==> config.mk <==
export PLATFORM = sky130hd
export DESIGN_NAME = pe_driver
export DESIGN_NICKNAME = d
export VERILOG_FILES = /design/src/rtl/pe_driver.sv
export SDC_FILE = /design/constraint.sdc
export NUM_CORES = 1
export LEC_CHECK = 0
export CORE_MARGIN = 8
export CORE_UTILIZATION = 46
export DETAILED_ROUTE_END_ITERATION = 8
export PLACE_DENSITY = 0.8
export SYNTH_ARGS = -nofsm -noshare
export SYNTH_HDL_FRONTEND = slang
export SYNTH_SLANG_ARGS = --single-unit
==> constraint.sdc <==
create_clock -name clk -period 1.8 [get_ports clk]
set_input_delay 0.36 -clock clk [delete_from_list [all_inputs] [get_ports clk]]
set_output_delay 0.36 -clock clk [all_outputs]
set_load 0.005 [all_outputs]
==> src/rtl/pe_driver.sv <==
// Feeds operand requests to a fixed-latency PE and returns its results in order.
// In-flight launches are tracked so the result buffer can never overflow.
module pe_driver #(
  parameter int PE_LAT = 2,
  parameter int DEPTH  = 4
) (
  input  logic        clk,
  input  logic        rst_n,
  input  logic        in_valid,
  output logic        in_ready,
  input  logic [1:0]  in_mode,
  input  logic [15:0] in_a,
  input  logic [15:0] in_b,
  input  logic        flush,
  output logic [1:0]  pe_mode,
  output logic [15:0] pe_mult0,
  output logic [15:0] pe_mult1,
  input  logic [31:0] pe_result,
  output logic        out_valid,
  input  logic        out_ready,
  output logic [31:0] out_data,
  output logic [1:0]  out_mode,
  output logic        busy,
  output logic        err
);

  localparam int AW = $clog2(DEPTH);
  localparam int CW = AW + 1;
  localparam int IW = $clog2(PE_LAT + 1);

  typedef enum logic [1:0] {IDLE, RUN, DRAIN} state_t;

  state_t          state;
  state_t          state_next;
  logic [PE_LAT-1:0] vld_sr;
  logic [1:0]      mode_sr [PE_LAT];
  logic [IW-1:0]   inflight;
  logic [33:0]     mem [DEPTH];
  logic [AW-1:0]   wr_ptr;
  logic [AW-1:0]   rd_ptr;
  logic [CW-1:0]   count;
  logic [7:0]      occupancy;
  logic            accept;
  logic            launch;
  logic            wr_en;
  logic            rd_en;
  logic            pending;

  always_comb begin
    inflight = '0;
    for (int i = 0; i < PE_LAT; i++) begin
      inflight = inflight + IW'(vld_sr[i]);
    end
  end

  // Reserve space for every launch still inside the PE, not just buffered results.
  assign occupancy = 8'(count) + 8'(inflight);
  assign in_ready  = rst_n && (state != DRAIN) && !flush && (occupancy < 8'(DEPTH));
  assign accept    = in_valid && in_ready;
  assign launch    = accept && (in_mode != 2'b11);
  assign wr_en     = vld_sr[PE_LAT-1];
  assign rd_en     = out_valid && out_ready;
  assign pending   = (inflight != '0) || (count != '0);

  assign out_valid = (count != '0);
  assign out_data  = out_valid ? mem[rd_ptr][31:0]  : 32'h0;
  assign out_mode  = out_valid ? mem[rd_ptr][33:32] : 2'b00;
  assign busy      = (state != IDLE);

  // Operands are cleared on any edge without a launch so the PE never sees stale data.
  always_ff @(posedge clk or negedge rst_n) begin
    if (!rst_n) begin
      pe_mode  <= 2'b11;
      pe_mult0 <= '0;
      pe_mult1 <= '0;
      err      <= 1'b0;
    end else begin
      pe_mode  <= launch ? in_mode : 2'b11;
      pe_mult0 <= launch ? in_a : 16'h0;
      pe_mult1 <= launch ? in_b : 16'h0;
      if (accept && (in_mode == 2'b11)) begin
        err <= 1'b1;
      end
    end
  end

  always_ff @(posedge clk or negedge rst_n) begin
    if (!rst_n) begin
      vld_sr <= '0;
      for (int i = 0; i < PE_LAT; i++) begin
        mode_sr[i] <= 2'b00;
      end
    end else begin
      for (int i = PE_LAT - 1; i > 0; i--) begin
        vld_sr[i]  <= vld_sr[i-1];
        mode_sr[i] <= mode_sr[i-1];
      end
      vld_sr[0]  <= launch;
      mode_sr[0] <= in_mode;
    end
  end

  always_ff @(posedge clk) begin
    if (wr_en) begin
      mem[wr_ptr] <= {mode_sr[PE_LAT-1], pe_result};
    end
  end

  always_ff @(posedge clk or negedge rst_n) begin
    if (!rst_n) begin
      wr_ptr <= '0;
      rd_ptr <= '0;
      count  <= '0;
    end else begin
      if (wr_en) begin
        wr_ptr <= wr_ptr + 1'b1;
      end
      if (rd_en) begin
        rd_ptr <= rd_ptr + 1'b1;
      end
      case ({wr_en, rd_en})
        2'b10:   count <= count + 1'b1;
        2'b01:   count <= count - 1'b1;
        default: count <= count;
      endcase
    end
  end

  always_ff @(posedge clk or negedge rst_n) begin
    if (!rst_n) begin
      state <= IDLE;
    end else begin
      state <= state_next;
    end
  end

  always_comb begin
    state_next = state;
    case (state)
      IDLE: begin
        if (accept) state_next = RUN;
      end
      RUN: begin
        if (flush && pending) state_next = DRAIN;
        else if (!pending && !accept) state_next = IDLE;
      end
      DRAIN: begin
        if (!pending) state_next = IDLE;
      end
      default: state_next = IDLE;
    endcase
  end

endmodule

* Word level (Yosys, flattened, before mapping)
Memories as Yosys holds them, arrays and structs flattened. Index checks and enable logic that the tools add are counted.
Operators by class: $add $sub $neg 6, mux-type cells 13, reduce and logical (&&, ||, !) cells 19, equal/unequal tests 10, bitwise operators 0, multipliers 0, $lt $le $gt $ge 1, divide/modulo/power cells 0, shift operators 0
Operators by type and width (count):
- $mux W16 | 2
- $mux W32 | 1
- $mux W2 | 6
- $logic_and A1 B1 Y1 | 9
- $ne A2 B2 Y1 const B | 4
- $eq A2 B2 Y1 const B | 3
- $pmux W2 S3 | 1
- $pmux W3 S2 | 1
- $reduce_bool A2 Y1 | 3
- $add A2 B1 Y2 const B | 2
- $add A3 B2 Y4 | 1
- $eq A2 B1 Y1 const B | 2
- $lt A4 B3 Y1 const B | 1
- $add A3 B1 Y3 const B | 1
- $logic_not A1 Y1 | 3
- $ne A3 B3 Y1 const B | 1
- $reduce_and A3 Y1 | 1
- $reduce_bool A3 Y1 | 1
- $sub A3 B1 Y3 const B | 1
- $add A1 B1 Y2 | 1
- $logic_not A2 Y1 | 1
- $mux W1 | 2
- $logic_or A1 B1 Y1 | 1
Storage, ports and cells: output and inout port bits 72, bits of input ports 71, bits in latches 0, memory bits (writable) 136, memories kept 1, register bits after elaboration 50, bits in read-only memories 0, word-level logic and storage cells 61
Memories:
- mem | depth 4, bits a word 34, read ports 1, clocked after memory_dff 0, write ports 1, RTL line 38 | logic [33:0] mem [DEPTH];

* Logic depth before layout (Yosys ltp)
Gate-level depths: netlist of the first run.
depth in word-level cells 10, gate-level depth with buffers 10, gate-level depth less buffers 9

* Worst setup path before layout of the first run
OpenSTA, ideal clock, no wires.
path kind register to register, start register count[0], end register count[2], required time 1.674 ns, setup time 0.126 ns, data arrival time 1.794 ns, path buffers 1, clock period less this slack 1.920 ns, cell stages (with the launch flop) 11, path slack -0.120 ns, path through dfrtp_1 nor3_1 inv_1 clkbuf_2 and2_1 ha_1 inv_1 fa_1 xor2_1 nor2_1 xor2_1
On the way: cells in the longest elaborated chain, start to end 4, elaborated cells on any way between the ends 8, those cells by class 2 x add/sub; 2 x eq/ne; 1 x mux; 3 x reduce/logical
Ends and longest elaborated chain:
- from (decl) | RTL line 41 | logic [CW-1:0] count;
- from (signal assigned) | RTL line 122 | 2'b10: count <= count + 1'b1;
- from (signal assigned) | RTL line 123 | 2'b01: count <= count - 1'b1;
- from (signal assigned) | RTL line 124 | default: count <= count;
- $reduce_bool A3 Y1 (*) | RTL line 65 | assign out_valid = (count != '0);
- $logic_and A1 B1 Y1 (*) | RTL line 62 | assign rd_en = out_valid && out_ready;
- named net rd_en | RTL line 46 | logic rd_en;
- $eq A2 B1 Y1 or $eq A2 B2 Y1 (tied branches) | RTL line 121 | case ({wr_en, rd_en})
- $pmux W3 S2 or $reduce_bool A2 Y1 (tied branches)
The timed path passes the listed nets; every way through them passes the cells marked *. A chain may end at the register's enable or synchronous reset.

* Final worst setup path of the first run
start register rd_ptr[0], end output out_data[25]
On the way: cells in the longest elaborated chain, start to end 2
Ends and longest elaborated chain:
- from (decl) | RTL line 40 | logic [AW-1:0] rd_ptr;
- from (signal assigned) | RTL line 119 | rd_ptr <= rd_ptr + 1'b1;
- $mem_v2 Z4 W34
- $mux W32 | RTL line 66 | assign out_data = out_valid ? mem[rd_ptr][31:0] : 32'h0;
- to (decl) | RTL line 21 | output logic [31:0] out_data,
No other way between the ends.

==> results, run 1 <==
- The static power due to leakage is 0.00375 µW.
- The critical path goes through buf_6 > buf_12 > buf_12 > mux4_2 > and2_4 > buf_6.
- The maximum net fanout on the critical path is 4.
- In this run the horizontal extent of the chip is 140 µm.
- For this block, wires on met1 add up to 6370 µm.
- The shortest period the worst path allows is 2.29 ns.
- Setup repair after global routing could not meet its margin everywhere.
- Max-cap violations in this run came to 0.
- Using the TritonRoute via totals, the vias-per-cell ratio works out to 5.08.
- The initial utilization of the core area, before any placement, comes to 46.7%.
- The number of I/O pins is 143.
- In this run, distinct cell masters in the synthesized netlist total 35.
- The area share of the largest cell type after synthesis is 57.7%.
- The number of setup violations in the final report is 38.
- The weighted congestion reported at the end of routability-driven placement is 0.739.
- The standard cell area after detailed placement is 0.00897 mm².
- The die covers 0.0196 mm².
- Data on the critical path is required at its endpoint by 1.44 ns.
- The die is 140 µm tall.
- The number of buffer and inverter stages on the critical path is 4.
- At the later pin of the worst-skew pair, clock insertion delay measures 0.43 ns.
- The setup skew after layout is 0.00948 ns.
- The detailed-router iteration count before antenna repair is 4.
- TritonCTS built the clock tree.
- The number of antenna violations at the first check in global routing is 0.
- In this run the remaining antenna-violating nets after routing total 0.
- The remaining max-slew budget at the tightest pin is 58.9%.
- The post-synth design cell area is 0.00708 mm².
- For this run, the slowest stage of the critical path takes 0.45 ns.
- The number of global-route vias before repair is 4,472.
- A synthesized cell averages 20.0 µm².
- The first routing iteration left 149 violations.
- The total detailed-routing wirelength is 15,800 µm.
- On the critical path the largest part of the delay comes from buffers and inverters.
- The setup TNS after final layout is -15.13 ns.
- Of the available clock period, the critical path in the final layout requires 127%.
- Power comes to 13,300 µW.
- The worst setup path is captured at an output port.
- The count of buffers added on input and output ports is 142.
- The met3 routed wirelength is 1500 µm.
- The library cell used most frequently in the layout, excluding fill and tap cells, is edfxtp_1.
- The worst setup path is of the register to output port kind.
- The checks that failed: negative setup slack.
- Detailed routing inserted a total of 3,872 vias.
- The highest clock rate is 0.436 GHz.
- The number of CTS-inserted buffers is 17.
- The slowest stage of the critical path is the dfrtp_2 cell.
- The final hold violation count came to 0.
- The count of antenna diodes in the layout is 0.
- The first global-routing pass estimated 24,600 µm of wire.
- STA puts the critical path data arrival time at 1.93 ns.
- VDD sags by at most 771 µV.
- The post-synthesis register bit count is 186.
- The library cell with the largest summed area after synthesis is edfxtp_1.
- The clock net sink count is 186.
- Final hold analysis gives a worst-case slack of 0.0562 ns.
- After detailed placement, the design holds a cell count of 702.
- Clock-pin slew was measured on the worst setup and hold paths at 0.07 ns.
- For this run, the register share of the synthesized area comes to 75.4%.
- The path category of the worst min-delay check is input port to asynchronous set/reset pin.
- Across every metal layer, demand over resource in global routing totals 16.7%.
- By area the synthesized netlist is led by edfxtp_1 58%, dfrtp_1 17%, mux4_2 8.9%.
- The number of levels in the clock H-tree is 4.
- The number of cell rows is 45.
- The number of remaining DRC errors is 0.
- The maximum number of pins on one net before global-route repair is 51.
- The highest metal layer with signal wires is met4.
- The slack of the critical path is -0.494 ns.
- Counting every net in the synthesized netlist gives 433.
- Once layout is done, the placed cells without fillers occupy 0.00987 mm².
- In this run the deepest clock path goes through 2 buffers.
- The number of instances in the synthesized netlist is 353.
- The core region is 0.0151 mm².
- In the layout the commonest cells are 136 x edfxtp_1, 102 x clkdlybuf4s50_1, 47 x and2_1.
- The final non-filler cell total is 762.
- The power density over cell area is 1350 mW/mm².
- The tree is rooted in a clkbuf_16.
- The detailed-routed wire length on met2 is 7690 µm.
- The transition time at the pin with the least slew margin is 0.617 ns.
- The number of nets in the finished design is 641.
- Compared with the post-synthesis result, the final layout area differs by 39.5%.
- In the final layout, the share of cells above drive strength 1 is 36.2%.
- The flow ran to the end, but the final reports show violations.
- Once detailed placement completed, the half-perimeter wirelength came to 10,300 µm.
- Yosys printed 0 warnings.
- In the final routed layout, each cell accounts on average for 20.7 µm.
- For this run the aggregate overflow at the end of global routing stands at 0.
- The total count of max-transition violations in the final report is 0.
- STA classifies the critical path startpoint as a register.
[routing by layer]
layer / global-route usage (%) / vias up
li1: - / 1751
met4: 6.34 / 0
met2: 27.7 / 156
met3: 7.65 / 17
met5: 0 / -
met1: 18.6 / 1948
[per-stage QoR]
step	utilization, %	worst slack (ns)
floorplan	-	-0.0202
global route	65.2	-0.571
finish	65.2	-0.494
CTS	65.0	-0.541
global placement	59.2	-0.456
detailed placement	59.2	-0.483
[sequential cells by signal, summed over array words and instances (netlist names)]
register,flops
state,2
pe_mult1,16
pe_mult0,16
pe_mode,2
vld_sr,2
err,1
mem,136
wr_ptr,2
rd_ptr,2
mode_sr,4
count,3
[worst paths after layout]
path | startpoint | endpoint | slack (ns) | cells past startpoint
max | rd_ptr[0]$_DFFE_PN0P_ | out_data[25] | -0.49 | 6
min | rst_n | pe_mult1[13]$_DFF_PN0_ | 0.06 | 2
max reg2reg | count[1]$_DFFE_PN0P_ | count[2]$_DFFE_PN0P_ | -0.20 | 11
min reg2reg | mode_sr[3]$_DFF_PN0_ | mode_sr[1]$_DFF_PN0_ | 0.35 | 0
max in group asynchronous | rst_n | rd_ptr[0]$_DFFE_PN0P_ | 1.29 | 2
min in group clk | mode_sr[3]$_DFF_PN0_ | mode_sr[1]$_DFF_PN0_ | 0.35 | 0
[synth_stat cells]
master,instances
mux4_2,28
clkbuf_2,1
xnor2_1,2
and2_1,71
dfrtp_1,48
xor2_1,4
a21boi_0,2
a22oi_1,1
o31ai_1,1
clkbuf_1,3
buf_12,3
o211ai_1,1
mux4_1,6
o21ai_0,1
fa_1,1
and4_4,1
nand2_1,1
buf_4,3
or2_2,3
mux2i_1,1
a41o_1,1
ha_1,8
dfstp_2,2
nand3_1,2
nand2b_1,1
and3_1,1
nor2_1,2
nor3_1,1
edfxtp_1,136
nor4b_4,1
nand4_1,1
buf_6,1
nand3b_1,1
inv_1,9
buf_2,4
[kinds of logic (layout without fill, tap and decap cells)]
| logic type | count (synthesis) | in the layout | share of synthesized area (%) |
|---|---|---|---|
| compound gates | 7 | 7 | 0.743 |
| xor+xnor | 6 | 6 | 0.743 |
| fa+ha+maj | 9 | 9 | 1.70 |
| buf+inv | 24 | 243 | 2.32 |
| simple gates | 86 | 88 | 7.78 |
| flops | 186 | 186 | 75.4 |
| mux | 35 | 35 | 11.3 |
[what timing repair did]
action,in CTS,in global routing
pin swaps,42,8
resized for setup,216,19
hold buffers,0,0
gates cloned,3,1
setup buffers,24,6
setup endpoints to repair,43,61
[where the power goes]
group          switching [µW]  internal (µW)
Sequential                161           4850
Combinational            1710           2990
Clock                    1640           1940
[final cells by class]
type | instances | area [µm²]
inverter | 9 | 33.8
clock inverter | 14 | 136
clock buffer | 18 | 429
sequential | 186 | 5340
fill | 1038 | 5280
multi-input combinational | 145 | 1700
timing repair buffer | 202 | 2000
tap | 188 | 235
Note: power is estimated with default switching activity, not from simulation.
==> run 2, diff against run 1 <==
CTS_CLUSTER_DIAMETER = 40   (was unset)
==> results of run 2 <==
The final DEF is identical to that of run 1; final timing and power are the same.
==> run 3, diff against run 2 <==
SKIP_LAST_GASP = 1   (was unset)
==> run 3 against run 2 <==
Register-to-register slack hardly changed. Global-route usage about the same. Critical path depth did not move. Largest power group unchanged. The flow still finishes with violations (negative setup slack). Die area unchanged. Setup slack got worse by 0.0025 ns. Largest cell class unchanged.
==> results, run 3 (same netlist as run 1, synthesis figures left out) <==
- The standard cell area after detailed placement is 0.00897 mm² (unchanged).
- The number of cell rows is 45 (unchanged).
- The total vias in the final route came to 3,863 (-0.23%).
- The number of max-capacitance violations reported came to 0 (unchanged).
- The maximum number of pins on one net before global-route repair is 51 (unchanged).
- The top register by number of flip-flops is mem.
- The count of antenna diodes in the layout is 0 (unchanged).
- The placed wire-length estimate is 10,300 µm (unchanged).
- The detailed-router iteration count before antenna repair was 4 (unchanged).
- The starting DRC count in detailed routing was 149 (unchanged).
- The ratio of cells with drive above 1 in the final layout is 36.1% (-0.11 points).
- The width of the die is 140 µm (unchanged).
- The number of global-route vias before repair is 4,464 (-0.18%).
- The power density over cell area is 1340 mW/mm² (-0.18%).
- The register area is 0.00534 mm² (unchanged).
- The number of buffer and inverter stages on the critical path is 4 (unchanged).
- The total detailed-routing wirelength is 15,700 µm (-0.24%).
- The setup skew after layout is 0.0101 ns (+0.000616 ns).
- The number of remaining DRC errors is 0 (unchanged).
- The post-route standard cell area excluding fillers is 0.00985 mm² (-0.23%).
- The first-pass GRT wire length is 24,600 µm (about the same).
- The initial core utilization is 46.7% (unchanged).
- The internal power is 9740 µW (-0.35%).
- The cell at the root of the clock tree is clkbuf_16.
- The share of total power in the clock network is 27.0% (about the same).
- The commonest non-fill, non-tap cell in the layout is edfxtp_1.
- The worst reg2reg path depth came to 11 (unchanged).
- Walking the worst path, the cells encountered are buf_6 > buf_12 > buf_12 > mux4_2 > and2_4 > buf_6.
- The type of the setup path with the least slack is register to output port.
- The shortest period the worst path allows is 2.30 ns (+0.00248 ns).
- The worst setup path is launched from a register.
- The largest registers in the layout are mem: 136 flops, pe_mult0: 16 flops, pe_mult1: 16 flops.
- The slack of the critical path is -0.496 ns (-0.00248 ns).
- The family of cells with the greatest summed delay on the critical path is buffers and inverters.
- TritonCTS built the clock tree.
- The fraction of power spent switching nets is 26.4% (-0.046 points).
- The slowest stage of the critical path belongs to the cell dfrtp_2.
- The total congestion overflow is 0 (unchanged).
- The floorplan die area was 0.0196 mm² (unchanged).
- The number of CTS-inserted buffers is 17 (unchanged).
- The total global routing track utilization is 16.7% (about the same).
- The placeable core region is 0.0151 mm² (unchanged).
- The arrival time of data at the critical path endpoint is 1.94 ns (about the same).
- The number of antenna violations at the first check in global routing is 0 (unchanged).
- Setup repair after global routing could not meet its margin everywhere.
- The number of I/O pins came to 143 (unchanged).
- The transition time at the pin with the least slew margin came to 0.622 ns (+0.00539 ns).
- The weighted congestion reported at the end of routability-driven placement was 0.739 (unchanged).
- The hold-fix buffer count after cts is 0 (unchanged).
- The ratio of final minimum period to clock period came to 128% (+0.14 points).
- The remaining number of nets flagged by the antenna check after routing is 0 (unchanged).
- The switching power summed over all nets is 3490 µW (-0.58%).
- The remaining max-slew budget at the tightest pin is 58.5% (-0.36 points).
- The total count of max-transition violations in the final report is 0 (unchanged).
- The maximum net fanout on the critical path is 4 (unchanged).
- The static power due to leakage is 0.00374 µW (-0.20%).
- The worst slack after detailed placement is -0.483 ns (unchanged).
- The worst voltage drop across the vdd grid is 761 µV (-1.3%).
- The number of levels in the clock H-tree came to 4 (unchanged).
- The count of buffers inserted at the top-level ports is 142 (unchanged).
- The final hold violation count is 0 (unchanged).
- The detail-routed via count per cell was 5.08 (-0.10%).
- The maximum single-stage delay on the critical path is 0.45 ns (about the same).
- The clock net sink count is 186 (unchanged).
- The signed area change from the synthesized netlist to the final layout is 39.2%.
- The number of setup violations in the final report is 38 (unchanged).
- The flip-flop count of the largest register, all copies and words added is 136 (unchanged).
- The checks that failed: negative setup slack.
- The critical path depth in cells is 6 (unchanged).
- The path category of the worst min-delay check is input port to asynchronous set/reset pin.
- The worst hold slack is 0.0570 ns (+0.000798 ns).
- The clock latency reported for the late side of the worst-skew pair came to 0.43 ns (about the same).
- The sequential cell fraction of total power was 37.9% (+0.2 points).
- The average routed wire per standard cell came to 20.7 µm (-0.11%).
- STA classifies the critical path endpoint as an output port.
- The logic gate share of total power is 35.1% (-0.2 points).
- The final non-filler cell total is 761 (-0.13%).
- The die span in y was 140 µm (unchanged).
- The highest clock rate came to 0.435 GHz (-0.11%).
- The number of inserted filler cells in the final layout came to 1,044 (+0.58%).
- The number of placed instances with taps included is 702 (unchanged).
- The number of nets in the finished design came to 640 (-0.16%).
- The area of combinational cells with multiple inputs is 0.00169 mm² (-0.44%).
- The top cell types in the final layout, fill and taps aside, are 136 x edfxtp_1, 102 x clkdlybuf4s50_1, 47 x and2_1.
- The run finished, with violations left.
- The number of buffers on the longest clock path is 2 (unchanged).
- The critical path required time is 1.44 ns (about the same).
- The clock transition at the registers of the reported paths came to 0.07 ns (about the same).
-- run 3: changes by cell type in the layout (fill, tap and decap cells not counted) --
cell / delta
buf_6: -2
nand3_2: +1
buf_4: +1
nand3_4: -1
-- run 3: power groups by stage --
stage / combinational [µW] / sequential (µW) / clock [µW]
detailed placement: 3930 / 5090 / 0
CTS: 4770 / 5000 / 3660
finish: 4650 / 5010 / 3580
global route: 5030 / 5040 / 3820
global placement: 3860 / 5070 / 0
floorplan: 2050 / 5040 / 0
-- run 3: layer usage --
metal / track usage, % / vias up / part of all wire, %
li1: - / 1750 / -
met3: 7.65 / 13 / 9.8
met5: 0 / - / 0
met4: 6.06 / 0 / 0.97
met2: 27.7 / 154 / 49
met1: 18.6 / 1946 / 40
-- run 3: final timing paths --
check,slack [ns],startpoint,to
worst max register to register,-0.20,count[1]$_DFFE_PN0P_,count[2]$_DFFE_PN0P_
worst max-delay path,-0.50,rd_ptr[0]$_DFFE_PN0P_,out_data[25]
max in group asynchronous,1.29,rst_n,rd_ptr[0]$_DFFE_PN0P_
worst min-delay path,0.06,rst_n,pe_mult1[13]$_DFF_PN0_
worst min register to register,0.35,mode_sr[3]$_DFF_PN0_,mode_sr[1]$_DFF_PN0_
min in group clk,0.35,mode_sr[3]$_DFF_PN0_,mode_sr[1]$_DFF_PN0_
-- run 3: stage by stage --
step	total power, µW	util, %	setup TNS, ns
2_1_floorplan	7090	-	-0.0202
3_3_place_gp	8920	59.2	-11.46
3_5_place_dp	9020	59.2	-14.19
4_1_cts	13400	65.0	-16.81
5_1_grt	13900	65.0	-18.27
6_report	13200	65.0	-15.26
-- run 3: what timing repair did --
item                       CTS  global route
buffers inserted            24             5
gates resized for setup    214            18
setup endpoints to repair   43            61
cloned                       3             1
pin swaps                   39            11
-- run 3: worst reg2reg max path, cell delays in order, from the launching register on --
cell and delay, ns:
dfrtp_2 0.44, nor3_4 0.23, inv_2 0.07, buf_12 0.13, buf_6 0.11, and2_4 0.14, ha_4 0.16, inv_2 0.05
fa_2 0.20, xor2_1 0.15, nor2_1 0.07, xor2_1 0.14
-- run 3: final cells by class --
type	count	area share (%)
flip-flops and latches	186	54.2
repair buffers	201	20.1
inverters	9	0.343
well taps	188	2.39
multi-input cells	145	17.2
clock buffers	18	4.36
clock inverters	14	1.38
